--- src/rtl/key_filter_multi.sv ---
// Multi-channel key debouncer: per-channel 2-flop sync, polarity normalisation and a
// 4-state filter FSM producing a clean level plus press/release pulses.
// Optional long-press detection is enabled by defining KEY_LONG_PRESS_EN.
module key_filter_multi #(
  parameter int CH_NUM     = 4,
  parameter int CNT_MAX    = 1000000,
  parameter int ACTIVE_LOW = 1,
  parameter int LONG_MAX   = 50000000
) (
  input  logic              clk,
  input  logic              rst,
  input  logic [CH_NUM-1:0] in_i,
  output logic [CH_NUM-1:0] out_o,
  output logic [CH_NUM-1:0] press_o,
  output logic [CH_NUM-1:0] release_o,
  output logic [CH_NUM-1:0] long_press_o,
  output logic              any_down_o
);

  localparam int CW = $clog2(CNT_MAX);
  localparam logic [CW-1:0] CNT_LAST = CW'(CNT_MAX - 1);
  localparam logic [CH_NUM-1:0] REL_LVL = (ACTIVE_LOW != 0) ? {CH_NUM{1'b1}} : {CH_NUM{1'b0}};

`ifdef KEY_LONG_PRESS_EN
  localparam bit LONG_EN = 1'b1;
`else
  localparam bit LONG_EN = 1'b0;
`endif

  typedef enum logic [1:0] {IDLE, PRESS_CHK, DOWN, RELEASE_CHK} state_t;

  state_t            state_q [CH_NUM];
  state_t            state_d [CH_NUM];
  logic [CW-1:0]     cnt_q   [CH_NUM];
  logic [CW-1:0]     cnt_d   [CH_NUM];
  logic [CH_NUM-1:0] s1_q, s2_q, k;
  logic [CH_NUM-1:0] out_q, out_d, press_q, press_d, rel_q, rel_d;
  logic              any_q;

  // Sync flops reset to the released level so reset never looks like a press.
  always_ff @(posedge clk) begin
    if (!rst) begin
      s1_q <= REL_LVL;
      s2_q <= REL_LVL;
    end else begin
      s1_q <= in_i;
      s2_q <= s1_q;
    end
  end

  assign k = s2_q ^ REL_LVL;

  always_comb begin
    for (int i = 0; i < CH_NUM; i++) begin
      state_d[i] = state_q[i];
      cnt_d[i]   = cnt_q[i];
      press_d[i] = 1'b0;
      rel_d[i]   = 1'b0;
      case (state_q[i])
        IDLE: begin
          if (k[i]) begin
            state_d[i] = PRESS_CHK;
            cnt_d[i]   = CW'(1);
          end else begin
            cnt_d[i] = '0;
          end
        end
        PRESS_CHK: begin
          if (!k[i]) begin
            state_d[i] = IDLE;
            cnt_d[i]   = '0;
          end else if (cnt_q[i] == CNT_LAST) begin
            state_d[i] = DOWN;
            cnt_d[i]   = '0;
            press_d[i] = 1'b1;
          end else begin
            cnt_d[i] = cnt_q[i] + CW'(1);
          end
        end
        DOWN: begin
          if (!k[i]) begin
            state_d[i] = RELEASE_CHK;
            cnt_d[i]   = CW'(1);
          end else begin
            cnt_d[i] = '0;
          end
        end
        RELEASE_CHK: begin
          if (k[i]) begin
            state_d[i] = DOWN;
            cnt_d[i]   = '0;
          end else if (cnt_q[i] == CNT_LAST) begin
            state_d[i] = IDLE;
            cnt_d[i]   = '0;
            rel_d[i]   = 1'b1;
          end else begin
            cnt_d[i] = cnt_q[i] + CW'(1);
          end
        end
        default: begin
          state_d[i] = IDLE;
          cnt_d[i]   = '0;
        end
      endcase
      out_d[i] = (state_d[i] == DOWN) || (state_d[i] == RELEASE_CHK);
    end
  end

  always_ff @(posedge clk) begin
    if (!rst) begin
      for (int i = 0; i < CH_NUM; i++) begin
        state_q[i] <= IDLE;
        cnt_q[i]   <= '0;
      end
      out_q   <= '0;
      press_q <= '0;
      rel_q   <= '0;
      any_q   <= 1'b0;
    end else begin
      for (int i = 0; i < CH_NUM; i++) begin
        state_q[i] <= state_d[i];
        cnt_q[i]   <= cnt_d[i];
      end
      out_q   <= out_d;
      press_q <= press_d;
      rel_q   <= rel_d;
      any_q   <= |out_d;
    end
  end

  assign out_o      = out_q;
  assign press_o    = press_q;
  assign release_o  = rel_q;
  assign any_down_o = any_q;

  // Hold counter restarts only on an accepted press, so a release bounce back into
  // DOWN cannot re-arm the long-press pulse.
  if (LONG_EN) begin : g_long
    localparam int HW = $clog2(LONG_MAX);
    localparam logic [HW-1:0] HOLD_LAST = HW'(LONG_MAX - 1);

    logic [HW-1:0]     hold_q [CH_NUM];
    logic [CH_NUM-1:0] fired_q, long_q;

    always_ff @(posedge clk) begin
      if (!rst) begin
        for (int i = 0; i < CH_NUM; i++) hold_q[i] <= '0;
        fired_q <= '0;
        long_q  <= '0;
      end else begin
        for (int i = 0; i < CH_NUM; i++) begin
          long_q[i] <= 1'b0;
          if (press_d[i]) begin
            hold_q[i]  <= '0;
            fired_q[i] <= 1'b0;
          end else if (state_q[i] == DOWN || state_q[i] == RELEASE_CHK) begin
            if (hold_q[i] != HOLD_LAST) begin
              hold_q[i] <= hold_q[i] + HW'(1);
            end else if (!fired_q[i]) begin
              long_q[i]  <= 1'b1;
              fired_q[i] <= 1'b1;
            end
          end
        end
      end
    end

    assign long_press_o = long_q;
  end else begin : g_no_long
    assign long_press_o = '0;
  end

endmodule

--- config.mk ---
export PLATFORM = sky130hd
export DESIGN_NAME = key_filter_multi
export DESIGN_NICKNAME = d
export VERILOG_FILES = /design/src/rtl/key_filter_multi.sv
export SDC_FILE = /design/constraint.sdc
export NUM_CORES = 1
export LEC_CHECK = 0
export ABC_AREA = 1
export CORE_MARGIN = 8
export CORE_UTILIZATION = 46
export CTS_CLUSTER_SIZE = 25
export DETAILED_ROUTE_END_ITERATION = 6
export PLACE_DENSITY_LB_ADDON = 0.12
export REMOVE_ABC_BUFFERS = 1
export SLEW_MARGIN = 25
export SYNTH_ARGS = -nofsm -noshare
export SYNTH_HDL_FRONTEND = slang
export SYNTH_SLANG_ARGS = --single-unit
export TNS_END_PERCENT = 10
--- constraint.sdc ---
create_clock -name clk -period 2.4 [get_ports clk]
set_input_delay 0.24 -clock clk [delete_from_list [all_inputs] [get_ports clk]]
set_output_delay 0.24 -clock clk [all_outputs]
set_load 0.02 [all_outputs]
---- Yosys cells after proc, flatten, opt, wreduce, memory -nomap -nowiden ----
Memory sizes are Yosys's and may differ from the RTL's.
Index checks and enable logic that the tools add are counted.
cells by class
  bitwise logic cells ..................... 14
  add/subtract/negate cells ............... 4
  muxes and demuxes ....................... 66
  equal/unequal tests ..................... 24
  reductions and logical operators ........ 17
operators by type and width
  operator                                              number
  2-to-1 mux 20 bit                                     16
  case mux 20 bit (4 select lines)                      4
  adder 20 x 1 -> 20 bit (second input constant)        4
  equality test 20 bit (second input constant)          4
  2-to-1 mux 2 bit                                      28
  equality test 2 bit (second input constant)           16
  case mux 2 bit (4 select lines)                       4
  2-to-1 mux 1 bit                                      14
  AND reduction 3 bit                                   4
  OR reduction 3 bit                                    4
  equality test 2 x 1 -> 1 bit (second input constant)  4
  logical NOT 2 bit                                     4
  bitwise OR 1 bit                                      8
  NOT 1 bit                                             5
  logical OR 1 bit                                      4
  NOT 4 bit                                             1
  OR reduction 4 bit                                    1
word-level totals
  logic and storage cells ................. 139
  output and inout bits ................... 17
  bits of input ports ..................... 6
  flip-flop bits (word level) ............. 21
  memory bits (writable) .................. 88
  memories ................................ 2
memory list
  memory   depth  bits a word  rd ports  clocked after memory_dff  wr ports  RTL line  text
  cnt_q    4      20           4         0                         4         34        logic [CW-1:0] cnt_q [CH_NUM];
  state_q  4      2            4         0                         4         32        state_t state_q [CH_NUM];

---- Logic depth before layout (Yosys ltp) ----
Gate-level depths: netlist of the first run.
An unclocked memory read counts as a cell.
  depth in word-level cells ............... 8
  gate-level depth with buffers ........... 11
  gate-level depth less buffers ........... 11

---- Worst setup path after synthesis of the first run ----
OpenSTA, ideal clock, no wires.
  kind .................................... register to register
  from .................................... memory cnt_q[2][0] in the netlist's numbering
  to ...................................... memory cnt_q[2][18] in the netlist's numbering
  required time ........................... 2285 ps
  setup slack ............................. 930 ps
  clock period less this slack ............ 1470 ps
  data arrival time ....................... 1355 ps
  path buffers ............................ 0
  stages on the path, launching flop included .. 11
  setup time .............................. 115 ps
  cells stage by stage .................... dfxtp_1 > ha_1 > nand3_2 > nor2_2 > nand2_1 > nor2_2 > nand2_1 > nor2_2 > nand2_1 > nand2_1 > nor2_1
RTL lines
  item                RTL line
  start: declaration  34

==> results of run 1 <==
[worst max-delay path, stage by stage (launching register included)]
cell and delay (ns):
dfxtp_1 0.37, ha_1 0.21, nand3_2 0.14, nor3_1 0.20, nand3_1 0.12, nand2_1 0.43, inv_1 0.17, o21ai_0 0.11
nor2_1 0.06
[area by class of cell]
class	instances	area [sq um]	share of cell area [%]
Clock buffer	12	145.1	2.669
Clock inverter	4	72.57	1.334
Inverter	91	341.6	6.280
Multi-Input combinational cell	469	2337	42.97
Sequential cell	108	2162	39.75
Tap cell	136	170.2	3.129
Timing Repair Buffer	22	210.2	3.865
[state kept, by name (all words and copies together) (netlist names)]
name,cells
any_down_o,1
cnt_q,80
out_o,4
press_o,4
release_o,4
s1_q,4
s2_q,4
state_q,7
[path summary, 6_finish.rpt]
check,endpoint,slack [ns],cells after the start,start
worst max-delay path,cnt_q[0][19]$_SDFF_PN0_,0.48,8,cnt_q[0][0]$_SDFF_PN0_
worst min-delay path,s2_q[1]$_SDFF_PN1_,0.42,1,s1_q[1]$_SDFF_PN1_
worst max register to register,cnt_q[0][19]$_SDFF_PN0_,0.48,8,cnt_q[0][0]$_SDFF_PN0_
worst min register to register,s2_q[1]$_SDFF_PN1_,0.42,1,s1_q[1]$_SDFF_PN1_
[synthesized netlist by cell type]
cell type	number
xor2_1	18
ha_1	4
nor3_4	1
a211oi_1	3
xnor2_1	8
buf_2	5
o22ai_1	1
nor3b_1	6
inv_2	1
nand2_1	126
nand3_2	8
or2_2	8
nor3_1	37
nor2_1	135
clkbuf_1	1
nand4_1	21
nand3_1	24
inv_1	90
nor2_2	12
nand4_2	1
nor2_4	6
conb_1	1
a21oi_1	24
nor4_1	1
nand3b_1	1
nand2_2	5
nor3_2	1
buf_4	6
dfxtp_1	108
o21ai_0	8
and3_1	1
a31oi_1	5
[cells in the final DEF (no fill, tap or decap), drive strengths merged]
cell	n
nand3	32
xor2	18
clkinv	1
nor3	39
nor3b	6
nand2	131
bufinv	2
a31oi	5
conb	4
nor4	1
o22ai	1
ha	4
xnor2	8
inv	91
nand3b	1
a211oi	3
nor2	153
nand4	22
and3	1
a21oi	24
clkdlybuf4s50	18
o21ai	8
dfxtp	108
clkbuf	12
clkinvlp	1
or2	8
buf	4
[report_power, final]
| part | switching [mW] | internal (mW) |
|---|---|---|
| Clock | 0.598 | 0.616 |
| Sequential | 0.00650 | 1.80 |
| Combinational | 0.0231 | 0.0166 |
| Total | 0.628 | 2.43 |
[layer usage]
layer / GRT usage (%) / up-vias / part of all wire, %
met5: 0 / - / 0
met3: 4.062 / 6 / 3.1
li1: - / 2172 / -
met1: 16.27 / 1828 / 50
met4: 3.953 / 0 / 0.71
met2: 23.08 / 53 / 47
[through the flow]
stage	cell area [sq um]	setup slack (ns)	hold WS (ns)
6_report	5439	0.4762	0.4203
2_1_floorplan	4841	0.7926	0.3466
5_1_grt	5439	0.2952	0.4330
4_1_cts	5439	0.4490	0.4216
3_3_place_gp	5221	0.4185	0.4003
3_5_place_dp	5221	0.3648	0.3995
[cells by family (layout without fill, tap and decap cells)]
| group | count (synthesis) | after routing | synth area share (%) |
|---|---|---|---|
| and+or+nand+nor | 394 | 394 | 37.20 |
| DFF | 108 | 108 | 44.09 |
| buffers and inverters | 103 | 129 | 8.471 |
| AOI/OAI and AO/OA | 41 | 41 | 4.491 |
| xor gates and xnor gates | 26 | 26 | 4.644 |
| adders and majority gates | 4 | 4 | 1.021 |
| other | 1 | 4 | 0.07648 |
==> impl_summary.md, run 1 <==
Yosys
After synthesis, the mean cell area works out to between 7 and 8 sq um. The post-synthesis instance area is ~5000 sq um. After synthesis the netlist holds a flip-flop and latch count of 108. The number of library cell types mapped by synthesis is 32.

Yosys attributes the largest share of cell area to dfxtp_1 44%, nor2_1 10%, nand2_1 9.6%, inv_1 6.9%, nor3_1 3.8%. The top cell type's share of synthesized area is around 44%. The gate count of the mapped netlist is roughly 680. Of the synthesized area, sequential elements account for about 44%. The number of warnings printed during yosys synthesis is 0.

Of all cell types, the one taking the most synthesized area is dfxtp_1.

Routing
The number of vias in the routed layout is roughly 4k. The number of iterations in the first detailed-routing pass is 4. The final layout contains routed wiring with a total length of slightly above 9 mm. The post-detailed-route DRC marker count is 0. After the first detailed-routing iteration, the DRC count stood at 220.

After detailed routing, the average wire length per cell comes to 11.09 um. The number of vias per cell is between 4 and 5. The count of nets left with antenna violations once routing finished came out at 0.

Placement
The final weighted congestion in routability-driven placement is ~0.85. Port buffering added 18 buffers. Counting tap cells, the placed design contains a total of between 800 and 900 instances.

The HPWL after detailed placement is around 7.0 mm.

Timing
The worst slew margin relative to its limit is a little under two thirds. The final-report max-slew violation count is 0. The clock period minus worst slack is approximately 1.9 ns. The count of endpoints failing setup in the final report is 0.

Setup repair after global routing left no endpoint under its margin. The number of hold violations in the final report was 0. The transition time at the pin with the least slew margin is about 0.54 ns. Clock skew on the completed layout was measured at 0.005659 ns. Timing would allow up to slightly above 500 MHz.

The final worst-path cycle share is 80.16%. After routing, the total negative slack on setup checks comes to 0 ns.

Global routing
The first global-routing pass estimated 16.38 mm of wire. The total routing usage reported by global routing is a little over an eighth. The total overflow left after global routing is 0. The via count of the first global-routing pass was about 3.8k.

The largest net degree at the start of global routing is 17. The initial antenna violation count is 0.

Clock network
The number of buffers added by the clock tree synthesis step is 9. The number of sinks driven by the clock tree is around 110. The number of setup buffers added after CTS is 0. After clock tree synthesis, the clock-pin slew on the worst setup and hold paths is about 0.10 ns. The H-tree was split into 3 levels. The number of buffers inserted for hold repair after clock tree synthesis is 0.

After clock tree synthesis, the repair step resized 0 gates. TritonCTS built the clock tree. The buffer cell driving the clock tree root is clkbuf_8.

The clock latency on the worst-skew pair is between 0.3 and 0.4 ns. The maximum clock path buffer count is 2.

Final layout
The final cell count without fillers is around 840. The final-stage net count is slightly above 700. Of the cells placed in the final design, the portion with a size suffix greater than 1 is 8.640%. The core occupancy in the finished layout is between 50% and 60%. The number of antenna diodes in the final layout is 0. The total of fill cells in the finished design is 1007. The area added between synthesis and finish is 10.92%.

Setup path
The required arrival time at the worst endpoint is 2.67 ns. The kind of start point of the critical path is a flip-flop. STA classifies the critical path endpoint as a flip-flop.

The kind of critical path is reg2reg. Along the worst path, the maximum fanout reaches 16. Data arrives at the worst endpoint at around 2.2 ns.

Floorplanning
In this run the count of I/O pins placed on the die edge is 23. After floorplanning, the core was divided into 37 placement rows. The die span in x is roughly 120 um. The total die area is between 10000 and 15000 sq um. For this configuration, the core starts out at a cell density of between 40% and 50%. In this run the standard cell core region covers approximately 10000 sq um. The die boundary height is 119.2 um.

Min path
The path category of the worst min-delay check is reg2reg.

Power
The power per standard cell area is about 560 nW/um^2. The overall power is ~3 mW. The leakage component of the power is roughly 1.9 nW.

The maximum vdd ir drop is between 0.3 and 0.4 mV.

Flow run
The tool flagged a number of max-cap violations equal to 0.

Run status
The run finished with clean final reports.
No activity file was read; power rests on OpenSTA's default activity.
==> inputs of run 2 (changes only) <==
==> constraint.sdc (replaced) <==
create_clock -name clk -period 1.6 [get_ports clk]
set_input_delay 0.16 -clock clk [delete_from_list [all_inputs] [get_ports clk]]
set_output_delay 0.16 -clock clk [all_outputs]
set_load 0.02 [all_outputs]
==> run 2 against run 1 <==
  * Flip-flop and latch count did not move
  * Power rose by 47%
  * Combinational power rose by 88%
  * Setup slack got worse by 0.45 ns
  * Largest cell class unchanged
  * Die area did not move
  * Maximum frequency rose by 22%
==> impl_summary.md, run 2 (synthesis results as in run 1) <==
Timing
The final worst-path cycle share is 98.33% (+18 points). The count of endpoints failing setup in the final report is 0 (unchanged). Setup repair after global routing could not meet its margin everywhere.

The final-report max-slew violation count is 0 (unchanged). The worst-case clock skew is 0.009935 ns (+0.004276 ns). The number of hold violations in the final report is 0 (unchanged).

The clock period minus worst slack was 1.573 ns (-0.3505 ns). The maximum clock frequency came to 635.6 MHz (+22%).

Global routing
The largest net degree at the start of global routing is 19 (+2). The via count of the first global-routing pass is 3889 (+2.4%). The initial antenna violation count is 0 (unchanged). The remaining global-route overflow is 0 (unchanged). The global-route wire length before repair is 16.87 mm (+3.0%). The total routing usage reported by global routing is 14.14% (+0.54 points).

Final layout
The final-stage net count is 735 (+3.4%). The area of all placed cells without fillers is 5813 sq um (+6.9%). Leaving out fill and tap cells, the most frequent cells in the layout are 131 x nor2_1, 123 x nand2_1, 97 x dfxtp_1.

The fraction of final layout cells with drive strength greater than 1 is 15.75% (+7.1 points). The library cell used most frequently in the layout, excluding fill and tap cells, is nor2_1. The final cell count without fillers is 866 (+2.9%). The number of diodes was 0 (unchanged).

The number of flip-flops under the largest register name came to 80 (unchanged). The register with the most flip-flops in the final layout is cnt_q. Compared with the post-synthesis result, the final layout area differs by 18.55%. The largest registers in the layout are cnt_q: 80 flops, state_q: 7 flops.

Placement
The placement-stage cell area is 5379 sq um (+3.0%). The count of buffers from port buffering is 18 (unchanged). The final weighted congestion in routability-driven placement is 0.8453 (-1.0%).

The total instance count after detailed placement was 842 (+1.9%). The half-perimeter wire length after placement came to 7.094 mm (+1.1%).

Setup path
The required arrival time at the worst endpoint is 1.90 ns (-0.77 ns). The number of buffer and inverter stages on the critical path is 1 (unchanged). The setup path with the least slack is of type reg2reg. The kind of start point of the critical path is a flip-flop. Among all stages on the critical path, the largest delay is contributed by dfxtp_2. STA classifies the critical path endpoint as a flip-flop. The critical-path maximum fanout is 5 (-11).

The kind of cell adding the most delay to the critical path is simple AND/OR/NAND/NOR gates. The delay contributed by the slowest stage of the critical path is 0.37 ns (-0.06 ns). The critical path data arrival time is 1.87 ns (-0.33 ns). The critical path capture point is any_down_o$_SDFF_PN0_.

The depth of the critical timing path with buffers and inverters included was 11 (+3). The critical path goes through ha_4 > nand2_4 > nor2_4 > nand2_2 > nor2_4 > buf_6 > nand4_1 > nand2_1 > nand2_1 > nor2_1 > nor2_1. The launch point of the worst reg-to-reg path is cnt_q[1][1]$_SDFF_PN0_. The register-to-register setup slack is 0.03 ns (-0.45 ns). The logic depth of the worst register-to-register path is 11 (+3). The endpoint of the most critical register-to-register path is any_down_o$_SDFF_PN0_. In this run the worst setup path begins at cnt_q[1][1]$_SDFF_PN0_.

Clock network
The number of sinks driven by the clock tree is 108 (unchanged). The tree is rooted in a clkbuf_8. The number of buffers inserted for hold repair after clock tree synthesis was 0 (unchanged). The clock latency on the worst-skew pair came to 0.39 ns (+0.02 ns). The H-tree depth is 3 (unchanged). TritonCTS built the clock tree. The number of buffers added by the clock tree synthesis step is 9 (unchanged). The CTS clock-pin slew for the worst setup and hold paths is 0.11 ns (about the same). The maximum clock path buffer count is 2 (unchanged).

Routing
The post-detailed-route DRC marker count came to 0 (unchanged). The met2 wire length came to 4.765 mm (+9.6%). The number of vias per cell was 4.819 (about the same). The wire length on met3 is 300 um (+2.7%). The remaining antenna violation count is 0 (unchanged). The detailed router used layers up to and including met4. The DRC violation total after the first TritonRoute iteration is 207 (-5.9%). The number of vias in the routed layout came to 4173 (+2.8%). The number of iterations in the first detailed-routing pass is 4 (unchanged).

The wire length on met1 is 4.702 mm (+1.6%). The final routed wire length divided by cell count is 11.42 um (+3.0%). The wire length after detailed routing is 9.887 mm (+5.9%).

Power
The maximum vdd ir drop is 0.5962 mV (+69%). The overall power is 4.489 mW (+47%). The leakage component of the power is 2.095 nW (+8.8%). The power per standard cell area was 772.2 nW/um^2 (+37%).

Flow run
The max capacitance violation total was 0 (unchanged).

Floorplanning
The number of I/O pins is 23 (unchanged). The core area is 10320 sq um (unchanged). The total die area came to 14220 sq um (unchanged). The die boundary height is 119.2 um (unchanged). The die span in x is 119.2 um (unchanged). The initial cell density of the core was 47.50% (unchanged). The number of placement rows is 37 (unchanged).

Run status
The flow ran to the end, and the final reports show no timing, DRC or antenna violations.

Min path
The worst hold path belongs to the class in2reg.
[run 2: changes by cell type in the layout (fill, tap and decap cells not counted), sizes merged]
cell	change
buf	+24
dlygate4sd2	+1
inv	+1
clkinvlp	+3
bufinv	-1
clkdlybuf4s50	-1
clkbuf	-3
[run 2: worst register-to-register path, cell delays in order (launching register included)]
cell and delay [ns]:
dfxtp_2 0.37, ha_4 0.15, nand2_4 0.05, nor2_4 0.13, nand2_2 0.07, nor2_4 0.20, buf_6 0.13, nand4_1 0.09
nand2_1 0.09, nand2_1 0.06, nor2_1 0.11, nor2_1 0.05
[run 2: cell type report]
type	instances	area, sq um
Inverter	91	341.6
Fill cell	969	4511
Clock buffer	9	123.9
Sequential cell	108	2176
Timing Repair Buffer	46	437.9
Multi-Input combinational cell	469	2487
Tap cell	136	170.2
Clock inverter	7	76.32
[run 2: worst min-delay path by stage]
stage / from / end / slack (ns) / depth (start not counted)
2_1_floorplan: in_i[0] / s1_q[0]$_SDFF_PN1_ / 0.27 / 1
3_3_place_gp: s1_q[3]$_SDFF_PN1_ / s2_q[3]$_SDFF_PN1_ / 0.40 / 1
3_5_place_dp: s1_q[0]$_SDFF_PN1_ / s2_q[0]$_SDFF_PN1_ / 0.40 / 1
4_1_cts: in_i[0] / s1_q[0]$_SDFF_PN1_ / 0.31 / 2
5_1_grt: in_i[2] / s1_q[2]$_SDFF_PN1_ / 0.33 / 2
6_report: in_i[0] / s1_q[0]$_SDFF_PN1_ / 0.33 / 2
[run 2: where the power goes]
part | total, mW | switching, mW | internal (mW)
Combinational | 0.0745 | 0.0377 | 0.0368
Clock | 1.70 | 0.971 | 0.731
Sequential | 2.71 | 0.0106 | 2.70
Total | 4.49 | 1.02 | 3.47
[run 2: timing repair]
item / CTS / global route
buffers inserted: 0 / 8
setup endpoints to repair: 4 / 54
pin swaps: 0 / 12
resized for setup: 3 / 46
[run 2: layer usage]
| metal | global-route usage, % | vias up |
|---|---|---|
| li1 | - | 2225 |
| met1 | 16.87 | 1889 |
| met2 | 23.88 | 48 |
| met3 | 3.968 | 11 |
| met4 | 4.901 | 0 |
| met5 | 0 | - |
[run 2: per-stage QoR]
stage / setup TNS [ns] / util [%] / hold WS [ns] / setup WS (ns)
final: 0 / 56.31 / 0.3341 / 0.02672
after floorplan: -0.03235 / - / 0.2666 / -0.007408
after CTS: -0.003130 / 54.10 / 0.3102 / -0.003124
after detailed placement: -0.01088 / 52.10 / 0.4004 / -0.01088
after global routing: -0.5306 / 56.31 / 0.3296 / -0.08298
after global placement: 0 / 52.10 / 0.3976 / 0.05195
==> inputs of run 3 (changes only) <==
--- a/config.mk
+++ b/config.mk
@@ -5,7 +5,6 @@
 export SDC_FILE = /design/constraint.sdc
 export NUM_CORES = 1
 export LEC_CHECK = 0
-export ABC_AREA = 1
 export CORE_MARGIN = 8
 export CORE_UTILIZATION = 46
 export CTS_CLUSTER_SIZE = 25
==> run 3 against run 2 <==
  * The run now ends with negative setup slack left
  * Hold slack improved by 0.016 ns
  * Utilization grew 7.4 points
  * Critical path type unchanged
  * Cell count down 13%
  * Routed wire length decreased by 6.4%
==> impl_summary.md, run 3 <==
Floorplanning
The die boundary height was 114.3 um (-4.2%). The number of I/O pins is 23 (unchanged). The core area is 9594 sq um (-7.1%).

The die span in x is 114.3 um (-4.2%). The number of placement rows is 36 (-2.7%). The total die area is 13060 sq um (-8.2%). The initial cell density of the core is 46.30% (-1.2 points).

Setup path
By startpoint and endpoint, the worst setup path is classified as reg2reg. The slowest stage of the critical path is the or4b_4 cell. The critical-path maximum fanout is 3 (-2). The critical path data arrival time is 2.07 ns (+0.20 ns). The required arrival time at the worst endpoint came to 1.85 ns (-0.05 ns). Walking the worst path, the cells encountered are or4b_4 > nor4_4 > and3_4 > mux2i_2 > o41a_1.

The critical path endpoint category is a flip-flop. The launch point of the worst reg-to-reg path is cnt_q[3][10]$_SDFF_PN0_. The delay contributed by the slowest stage of the critical path is 0.54 ns (+0.17 ns).

The start point of the critical path is cnt_q[3][10]$_SDFF_PN0_. The worst setup path is launched from a flip-flop.

Clock network
The clock latency on the worst-skew pair came to 0.36 ns (-0.03 ns). The H-tree depth came to 3 (unchanged). The maximum clock path buffer count is 2 (unchanged). The number of sinks driven by the clock tree is 108 (unchanged).

CTS placed an instance of clkbuf_8 at the clock tree root. The CTS clock-pin slew for the worst setup and hold paths is 0.10 ns (about the same). The number of buffers added by the clock tree synthesis step came to 9 (unchanged). TritonCTS built the clock tree. The number of buffers inserted for hold repair after clock tree synthesis is 0 (unchanged).

Final layout
The area added between synthesis and finish is 37.69%. The fraction of final layout cells with drive strength greater than 1 is 30.32% (+15 points). The number of flip-flops under the largest register name is 80 (unchanged).

The final-stage net count is 625 (-15%). The final cell count without fillers is 753 (-13%). The core occupancy in the finished layout was 63.75% (+7.4 points). The largest registers in the layout are cnt_q: 80 flops, state_q: 7 flops.

The register bank with the most flops is cnt_q. The most common library cell in the layout ignoring fill and taps is buf_4. The number of diodes is 0 (unchanged). The top cell types in the final layout, fill and taps aside, are 101 x buf_4, 100 x nor2_1, 97 x dfxtp_1.

Timing
The maximum clock frequency is 550.9 MHz (-13%). The worst hold-check slack is 0.3505 ns (+0.01640 ns). The final-report max-slew violation count came to 0 (unchanged).

The number of hold violations in the final report came to 0 (unchanged). Setup repair after global routing could not meet its margin everywhere. The count of endpoints failing setup in the final report is 45 (+45).

The worst-case clock skew is 0.007154 ns (-0.002781 ns). The final worst-path cycle share is 113.5% (+15 points). The clock period minus worst slack came to 1.815 ns (+0.2419 ns). The worst-case setup margin in the final layout is -0.2152 ns (-0.2419 ns).

Yosys
The synthesized-area fraction occupied by adder cells came to 1.127% (+0.11 points). The number of warnings printed during yosys synthesis is 0 (unchanged). The sequential-to-total area share from yosys stat is 48.68% (+4.6 points).

By area, the combinational part of the netlist is dominated by simple AND/OR/NAND/NOR gates. The number of library cell types mapped by synthesis came to 41 (+28%). The gate count of the mapped netlist is 493 (-27%). Among all cell types in the netlist, the one instantiated most often is dfxtp_1. The share of synthesized area spent on multiplexers is 0.9014% (+0.90 points). In the synthesized netlist, the cells that appear most often are 108 x dfxtp_1, 103 x nor2_1, 41 x xnor2_1. The mean cell area of the mapped netlist is 9.010 sq um (+24%). In the post-synthesis netlist, the biggest area contributors are dfxtp_1 49%, nor2_1 8.7%, xnor2_1 8.1%, xor2_1 6.3%, nand3_1 2.6%. The parity-gate share of the synthesized area counting xor and xnor cells came to 14.39% (+9.8 points). The flip-flop and latch count after synthesis came to 108 (unchanged). The top cell type's share of synthesized area is 48.68% (+4.6 points). The share of synthesized flip-flops with an asynchronous set or reset was 0% (unchanged). The number of enable-type register cells in the synthesized netlist is 0 (unchanged). The post-synthesis instance area was 4442 sq um (-9.4%).

The post-synthesis compound-gate area fraction is 1.831% (-2.7 points). The simple-gate area share of the yosys netlist is 29.01% (-8.2 points). dfxtp_1 takes more of the synthesized area than any other cell. For this run, the leading register cell type out of synthesis is dfxtp_1.

Routing
The post-detailed-route DRC marker count is 0 (unchanged). The number of vias per cell was 4.742 (-1.6%). The number of iterations in the first detailed-routing pass is 4 (unchanged).

The final routed wire length divided by cell count came to 12.29 um (+7.7%). The DRC violation total after the first TritonRoute iteration is 125 (-40%). The wire length after detailed routing is 9.258 mm (-6.4%).

The number of vias in the routed layout is 3571 (-14%). The remaining antenna violation count is 0 (unchanged).

Placement
The final weighted congestion in routability-driven placement is 0.7568 (-10%). The setup slack at placement was -0.3315 ns (-0.3206 ns). The half-perimeter wire length after placement is 6.470 mm (-8.8%). The count of buffers from port buffering was 18 (unchanged).

The total instance count after detailed placement is 733 (-13%).

Run status
The final reports fail on negative setup slack. The flow ran to the end, but the final reports show violations.

Min path
The path category of the worst min-delay check is in2reg. The worst hold path begins at in_i[3].

Global routing
The remaining global-route overflow came to 0 (unchanged). The largest net degree at the start of global routing is 20 (+1). The via count of the first global-routing pass is 3673 (-5.6%). The global-route wire length before repair came to 16.05 mm (-4.9%). The initial antenna violation count came to 0 (unchanged). The total routing usage reported by global routing was 15.16% (+1.0 points).

Flow run
The max capacitance violation total was 0 (unchanged).

Power
The maximum vdd ir drop came to 0.3754 mV (-37%). The leakage component of the power came to 2.226 nW (+6.3%). The power per standard cell area is 736.4 nW/um^2 (-4.6%).
-- run 3: per-stage QoR --
stage          setup TNS (ns)  power, mW  area (sq um)
4_1_cts                -5.996      4.573          5987
2_1_floorplan          -4.686      2.795          4352
3_5_place_dp           -4.897      2.838          5524
3_3_place_gp           -3.598      2.837          5524
6_report               -1.766      4.504          6116
5_1_grt                -6.034      4.678          6116
-- run 3: path summary, 6_finish.rpt --
check | endpoint | slack, ns | depth (start not counted)
max | any_down_o$_SDFF_PN0_ | -0.22 | 5
min | s1_q[3]$_SDFF_PN1_ | 0.35 | 2
max reg2reg | any_down_o$_SDFF_PN0_ | -0.22 | 5
min reg2reg | s2_q[1]$_SDFF_PN1_ | 0.41 | 1
-- run 3: where the power goes --
part / switching, mW / total (mW) / leakage (nW) / internal (mW)
sequential: 0.0116 / 2.71 / 0.878 / 2.70
combinational: 0.0335 / 0.0685 / 1.24 / 0.0350
clock: 0.911 / 1.72 / 0.106 / 0.813
-- run 3: worst max-delay path, delay by kind of cell (launching register included) --
kind | cells | cell delay, ns
flip-flops | 1 | 0.32
AND/OR/NAND/NOR | 3 | 0.94
AO/OA/AOI/OAI | 1 | 0.37
multiplexers | 1 | 0.08
-- run 3: layer usage --
| metal | global-route usage (%) | part of all wire (%) | vias up |
|---|---|---|---|
| li1 | - | - | 1865 |
| met1 | 17.24 | 46 | 1661 |
| met2 | 26.74 | 49 | 29 |
| met3 | 2.637 | 2.2 | 16 |
| met4 | 7.631 | 2.2 | 0 |
| met5 | 0 | 0 | - |
-- run 3: cell type report --
class | instances | area, sq um
multi-input cells | 349 | 2420
repair buffers | 127 | 1067
well taps | 133 | 166.4
fillers | 815 | 3478
inverters | 20 | 75.07
clock buffers | 11 | 151.4
flip-flops and latches | 108 | 2176
clock inverters | 5 | 60.06
-- run 3: logic make-up after synthesis --
kind of cell    after synthesis
other cells                   1
simple gates                253
flops                       108
compound gates               11
mux                           4
fa+ha+maj                     4
buf+inv                      39
xor+xnor                     73
-- run 3: repair_timing --
action,4_1_cts,5_1_grt
buffers inserted,3,0
pin swaps,26,15
gates resized for setup,50,25
gates cloned,0,1
endpoints found under the setup margin,62,74
